$ cat src/rtl/dmem_io_pkg.sv
// Shared constants for the data-side bus responder: I/O page register
// addresses, CTRL bit positions and the compare register reset value.
package dmem_io_pkg;

    localparam logic [7:0] ADDR_PORT_OUT  = 8'hF0;
    localparam logic [7:0] ADDR_PORT_IN   = 8'hF1;
    localparam logic [7:0] ADDR_TIMER_CNT = 8'hF2;
    localparam logic [7:0] ADDR_TIMER_CMP = 8'hF3;
    localparam logic [7:0] ADDR_CTRL      = 8'hF4;
    localparam logic [7:0] ADDR_STATUS    = 8'hF5;

    localparam int unsigned CTRL_EN       = 0;
    localparam int unsigned CTRL_AUTO_CLR = 1;
    localparam int unsigned CTRL_IRQ_EN   = 2;

    localparam logic [7:0] TIMER_CMP_RST = 8'hFF;

endpackage

$ cat src/rtl/io_timer.sv
// 8-bit compare timer: count, compare, CTRL and STATUS registers with a
// level interrupt. Register writes arrive as per-register strobes.
module io_timer
    import dmem_io_pkg::*;
(
    input  logic       clk,
    input  logic       reset,
    input  logic       cnt_we,
    input  logic       cmp_we,
    input  logic       ctrl_we,
    input  logic       status_w1c,
    input  logic [7:0] wdata,
    output logic [7:0] cnt,
    output logic [7:0] cmp,
    output logic [7:0] ctrl,
    output logic       match,
    output logic       irq
);

    logic [7:0] cnt_q, cnt_d;
    logic [7:0] cmp_q, cmp_d;
    logic [2:0] ctrl_q, ctrl_d;
    logic       match_q, match_d;
    logic       hit;

    // Next-state: CPU count load beats counting; match set beats W1C clear.
    always_comb begin
        cnt_d   = cnt_q;
        cmp_d   = cmp_q;
        ctrl_d  = ctrl_q;
        match_d = match_q;
        hit     = 1'b0;

        if (status_w1c && wdata[0]) begin
            match_d = 1'b0;
        end

        if (cnt_we) begin
            cnt_d = wdata;
        end else if (ctrl_q[CTRL_EN]) begin
            if (cnt_q == cmp_q) begin
                hit   = 1'b1;
                cnt_d = ctrl_q[CTRL_AUTO_CLR] ? '0 : cnt_q + 8'd1;
            end else begin
                cnt_d = cnt_q + 8'd1;
            end
        end

        if (hit) begin
            match_d = 1'b1;
        end

        if (cmp_we) begin
            cmp_d = wdata;
        end
        if (ctrl_we) begin
            ctrl_d = wdata[2:0];
        end
    end

    // Register update with synchronous active-low reset.
    always_ff @(posedge clk) begin
        if (!reset) begin
            cnt_q   <= '0;
            cmp_q   <= TIMER_CMP_RST;
            ctrl_q  <= '0;
            match_q <= 1'b0;
        end else begin
            cnt_q   <= cnt_d;
            cmp_q   <= cmp_d;
            ctrl_q  <= ctrl_d;
            match_q <= match_d;
        end
    end

    assign cnt   = cnt_q;
    assign cmp   = cmp_q;
    assign ctrl  = {5'b0, ctrl_q};
    assign match = match_q;
    assign irq   = match_q & ctrl_q[CTRL_IRQ_EN];

endmodule

$ cat src/rtl/dmem_io.sv
// Data memory responder: RAM below RAM_TOP, I/O page (output port,
// synchronized input port, compare timer) above it.
module dmem_io
    import dmem_io_pkg::*;
#(
    parameter logic [7:0] RAM_TOP = 8'hEF
) (
    input  logic       clk,
    input  logic       reset,
    input  logic       MW,
    input  logic [7:0] Address,
    input  logic [7:0] Data_in,
    output logic [7:0] Data_out,
    input  logic [7:0] port_in,
    output logic [7:0] port_out,
    output logic       irq
);

    logic [7:0] ram_q [0:RAM_TOP];
    logic [7:0] ram_d [0:RAM_TOP];
    logic [7:0] port_out_q, port_out_d;
    logic [7:0] sync1_q, sync2_q;
    logic       in_ram;
    logic       io_we;
    logic [7:0] tmr_cnt, tmr_cmp, tmr_ctrl;
    logic       tmr_match;

    assign in_ram = (Address <= RAM_TOP);
    assign io_we  = MW && !in_ram;

    io_timer u_timer (
        .clk        (clk),
        .reset      (reset),
        .cnt_we     (io_we && (Address == ADDR_TIMER_CNT)),
        .cmp_we     (io_we && (Address == ADDR_TIMER_CMP)),
        .ctrl_we    (io_we && (Address == ADDR_CTRL)),
        .status_w1c (io_we && (Address == ADDR_STATUS)),
        .wdata      (Data_in),
        .cnt        (tmr_cnt),
        .cmp        (tmr_cmp),
        .ctrl       (tmr_ctrl),
        .match      (tmr_match),
        .irq        (irq)
    );

    // Next-state for RAM and the output port register.
    always_comb begin
        ram_d      = ram_q;
        port_out_d = port_out_q;
        if (MW && in_ram) begin
            ram_d[Address] = Data_in;
        end
        if (io_we && (Address == ADDR_PORT_OUT)) begin
            port_out_d = Data_in;
        end
    end

    // State registers and two-stage input synchronizer; reset clears all.
    always_ff @(posedge clk) begin
        if (!reset) begin
            ram_q      <= '{default: '0};
            port_out_q <= '0;
            sync1_q    <= '0;
            sync2_q    <= '0;
        end else begin
            ram_q      <= ram_d;
            port_out_q <= port_out_d;
            sync1_q    <= port_in;
            sync2_q    <= sync1_q;
        end
    end

    // Combinational read mux; reserved addresses read zero.
    always_comb begin
        Data_out = '0;
        if (in_ram) begin
            Data_out = ram_q[Address];
        end else begin
            case (Address)
                ADDR_PORT_OUT:  Data_out = port_out_q;
                ADDR_PORT_IN:   Data_out = sync2_q;
                ADDR_TIMER_CNT: Data_out = tmr_cnt;
                ADDR_TIMER_CMP: Data_out = tmr_cmp;
                ADDR_CTRL:      Data_out = tmr_ctrl;
                ADDR_STATUS:    Data_out = {7'b0, tmr_match};
                default:        Data_out = '0;
            endcase
        end
    end

    assign port_out = port_out_q;

endmodule

$ cat config.mk
export PLATFORM = sky130hd
export DESIGN_NAME = dmem_io
export DESIGN_NICKNAME = d
export VERILOG_FILES = /design/src/rtl/dmem_io_pkg.sv /design/src/rtl/io_timer.sv /design/src/rtl/dmem_io.sv
export SDC_FILE = /design/constraint.sdc
export NUM_CORES = 2
export LEC_CHECK = 0
export ABC_CLOCK_PERIOD_IN_PS = 4200
export CORE_UTILIZATION = 55
export CTS_BUF_LIST = sky130_fd_sc_hd__clkbuf_4
export DETAILED_ROUTE_END_ITERATION = 16
export GPL_ROUTABILITY_DRIVEN = 0
export PLACE_DENSITY = 0.79
export SETUP_SLACK_MARGIN = 0.1
export SLEW_MARGIN = 20
export SYNTH_ARGS = -nofsm -noshare
export SYNTH_HDL_FRONTEND = slang
export SYNTH_SLANG_ARGS = --single-unit
$ cat constraint.sdc
create_clock -name clk -period 4.2 [get_ports clk]
set_clock_uncertainty 0.05 [all_clocks]
set_input_delay 0.84 -clock clk [delete_from_list [all_inputs] [get_ports clk]]
set_output_delay 0.84 -clock clk [all_outputs]
set_load 0.02 [all_outputs]
==> flow_summary.ini <==
[run_status]
status = finished, violations left
violations = DRC, setup timing

[floorplanning]
initial_utilization = 0.555
dieArea_sq_mm = 0.168
io_pins = 44
die_x_um = 410
die_h_um = 410
fp.coreArea_sq_mm = 0.165
rows = 149

[cells_and_area]
final_cell_mix = nand2_1, dfxtp_1, o21ai_0
nFillCells = 13134
area_delta_synth_final_pct = 12.8
post-route-util = 0.627
finalNetCount = 10424
final_cell_count_no_fill = 12897
drive_above_1_share = 0.193
final_common_cell = nand2_1

[clock_network]
cts_sinks = 1964
cts.root.buffer_cell = clkbuf_4
clockBufferDepth = 4
insertion_delay_ns = 1.47
clkSlewWorstSetupHoldPaths_ns = 0.07
cts_tree = yes
htreeDepth = 5
numCtsBuffers = 494

[worst_setup_path]
end_kind = primary output
arrival_ns = 4.33
regToRegStartpoint = u_timer.cnt[0]
path_delay_family = multiplexers
slowest_stage = mux4_2
slowest_delay_ns = 0.56
path_class = reg2out
worstPathRequired_ns = 3.31
worstPathCellList = mux4_2 -> mux4_2 -> a22o_1 -> nor3_2 -> buf_4 -> nand4_1 -> buf_4 -> buf_6
path_buf_inv = 3
critPathMaxFanout = 2
startpoint_type = flop
crit_start = ram_q[97]

[synth]
synth_flop_cell = dfxtp_1
yosysTopAreaCellShare = 0.429
yosysUniqueCellTypes = 67
avgSynthCellArea_sq_um = 8.97
synthCells = 10223
yosysSeqAreaShare = 0.429
ys_top_cells_by_area = dfxtp_1, a21boi_0, mux4_2, o21ai_0, nand2_1
syn_area_sq_mm = 0.0917
synth_nets = 10251
synth_top_area_cell = dfxtp_1
async_flop_share = 0
synth.ff_latch_count = 1964
synth-edff-count = 0
yosysWarnings = 0

[sta]
maxSlewHeadroom = 0.268
holdWs_ns = 0.177
fin_crit_sh = 1.24
final_max_slew_viol_count = 0
worst_pin_slew_ns = 1.10
hold_violations = 0
fmax_mhz = 192
setup_viol = 8
rsz0062_at_grt = yes
setup_slack_ns = -1.02
fin_crit_ns = 5.22

[worst_hold_path]
worstHoldPathType = in2reg
min_from = Address[5]

[routing]
drtPass1Iterations = 16
drc = 2
via_per_inst = 6.61
finalWirelength_um = 316000
wl_per_cell_um = 24.5
drt_iter0_drc = 12526
vias = 85216
postRouteAntennaNets = 0

[grt]
grt_use_total = 0.362
grt_pass1_wl_um = 480000
grt_antenna_before_repair = 16
grt_max_degree = 196
grt_pass1_vias = 82612
overflow = 0

[power]
p_clk_frac = 0.420
p_per_area_mw_per_mm2 = 356
p_int_mw = 27.2
p_switching_mw = 9.58
leakagePower_nw = 34.1
p_comb_frac = 0.073
p_sw_frac = 0.260
pwr-share-seq = 0.507
ir_worst_vdd_uv = 244

[run]
max-cap-violations = 0

[placed_design]
port_buffers = 43
place_hpwl_um = 200000
placedCellCount = 12071
cell usage after synthesis (35+ instances only):
cell	number
o21ai_0	1932
nand2_1	2062
buf_4	35
nor2_1	262
a22oi_1	42
buf_1	56
clkbuf_1	899
mux2i_1	101
buf_2	68
dfxtp_1	1964
a21boi_1	37
mux4_2	500
a21boi_0	1892
cell families (layout without fill, tap and decap cells):
logic type / Yosys count / after routing / share of synthesized area
compound gates: 4064 / 4064 / 0.280
xor+xnor: 10 / 10 / 0.000955
fa+ha+maj: 1 / 1 / 0.000136
buf+inv: 1085 / 1561 / 0.0482
flops: 1964 / 1964 / 0.429
mux: 621 / 621 / 0.136
other cells: 0 / 9 / 0
simple gates: 2478 / 2478 / 0.106
power groups by stage:
stage,combinational [mW],sequential (mW),clock [mW]
after global placement,2.52,19.1,0
after detailed placement,2.54,19.1,0
after CTS,2.57,18.7,15.5
final,2.70,18.7,15.4
after floorplan,1.49,19.1,0
after global routing,2.73,18.7,16.5
flip-flops by register name, indices dropped and copies added, names as in the netlist:
name / cells
port_out: 8
sync1_q: 8
u_timer.ctrl_q: 3
u_timer.cmp: 8
u_timer.match: 1
ram_q: 1920
u_timer.cnt: 8
sync2_q: 8
final cells by class:
cell class,instances,area (sq um),area share
sequential,1964,39300,0.380
multi-input combinational,7174,48500,0.468
inverter,11,46.3,0.000447
tap,2189,2740,0.0265
timing repair buffer,751,7170,0.0693
antenna,9,22.5,0.000218
clock buffer,703,5280,0.0510
clock inverter,96,405,0.00392
worst min-delay path, stage by stage:
cell and delay [ns]:
buf_2 0.14, buf_4 0.20, nand3_4 0.08, buf_4 0.13
o21ai_0 0.08, a21boi_0 0.16
routing by layer:
metal	GRT usage	wire length, um	vias up
li1	-	-	36643
met2	0.547	139000	6172
met1	0.455	114000	41031
met4	0.223	20400	20
met3	0.106	42200	1350
met5	0.00201	185	-
stage by stage:
step	area [sq um]	setup WS [ns]	setup TNS [ns]	power, mW
3_5_place_dp	97300	-1.45	-8.47	21.6
4_1_cts	103000	-0.981	-6.03	36.7
3_3_place_gp	97300	-1.50	-7.75	21.6
2_1_floorplan	91700	0.151	0	20.6
6_report	103000	-1.02	-5.62	36.8
5_1_grt	103000	-1.13	-5.91	37.8
what timing repair did:
item	CTS	global route
resized for setup	64	27
hold endpoints to repair	579	0
pin swaps	19	14
hold buffers	17	0
cloned	0	1
buffers inserted	0	0
endpoints found under the setup margin	8	8
path summary, 6_finish.rpt:
kind                     to  depth (start not counted)  slack, ns
max             Data_out[1]                          8      -1.02
min             ram_q[1483]                          6       0.18
max reg2reg  u_timer.cnt[6]                          6       1.63
min reg2reg      sync2_q[5]                          1       0.39
No activity file was read; power rests on OpenSTA's default activity.
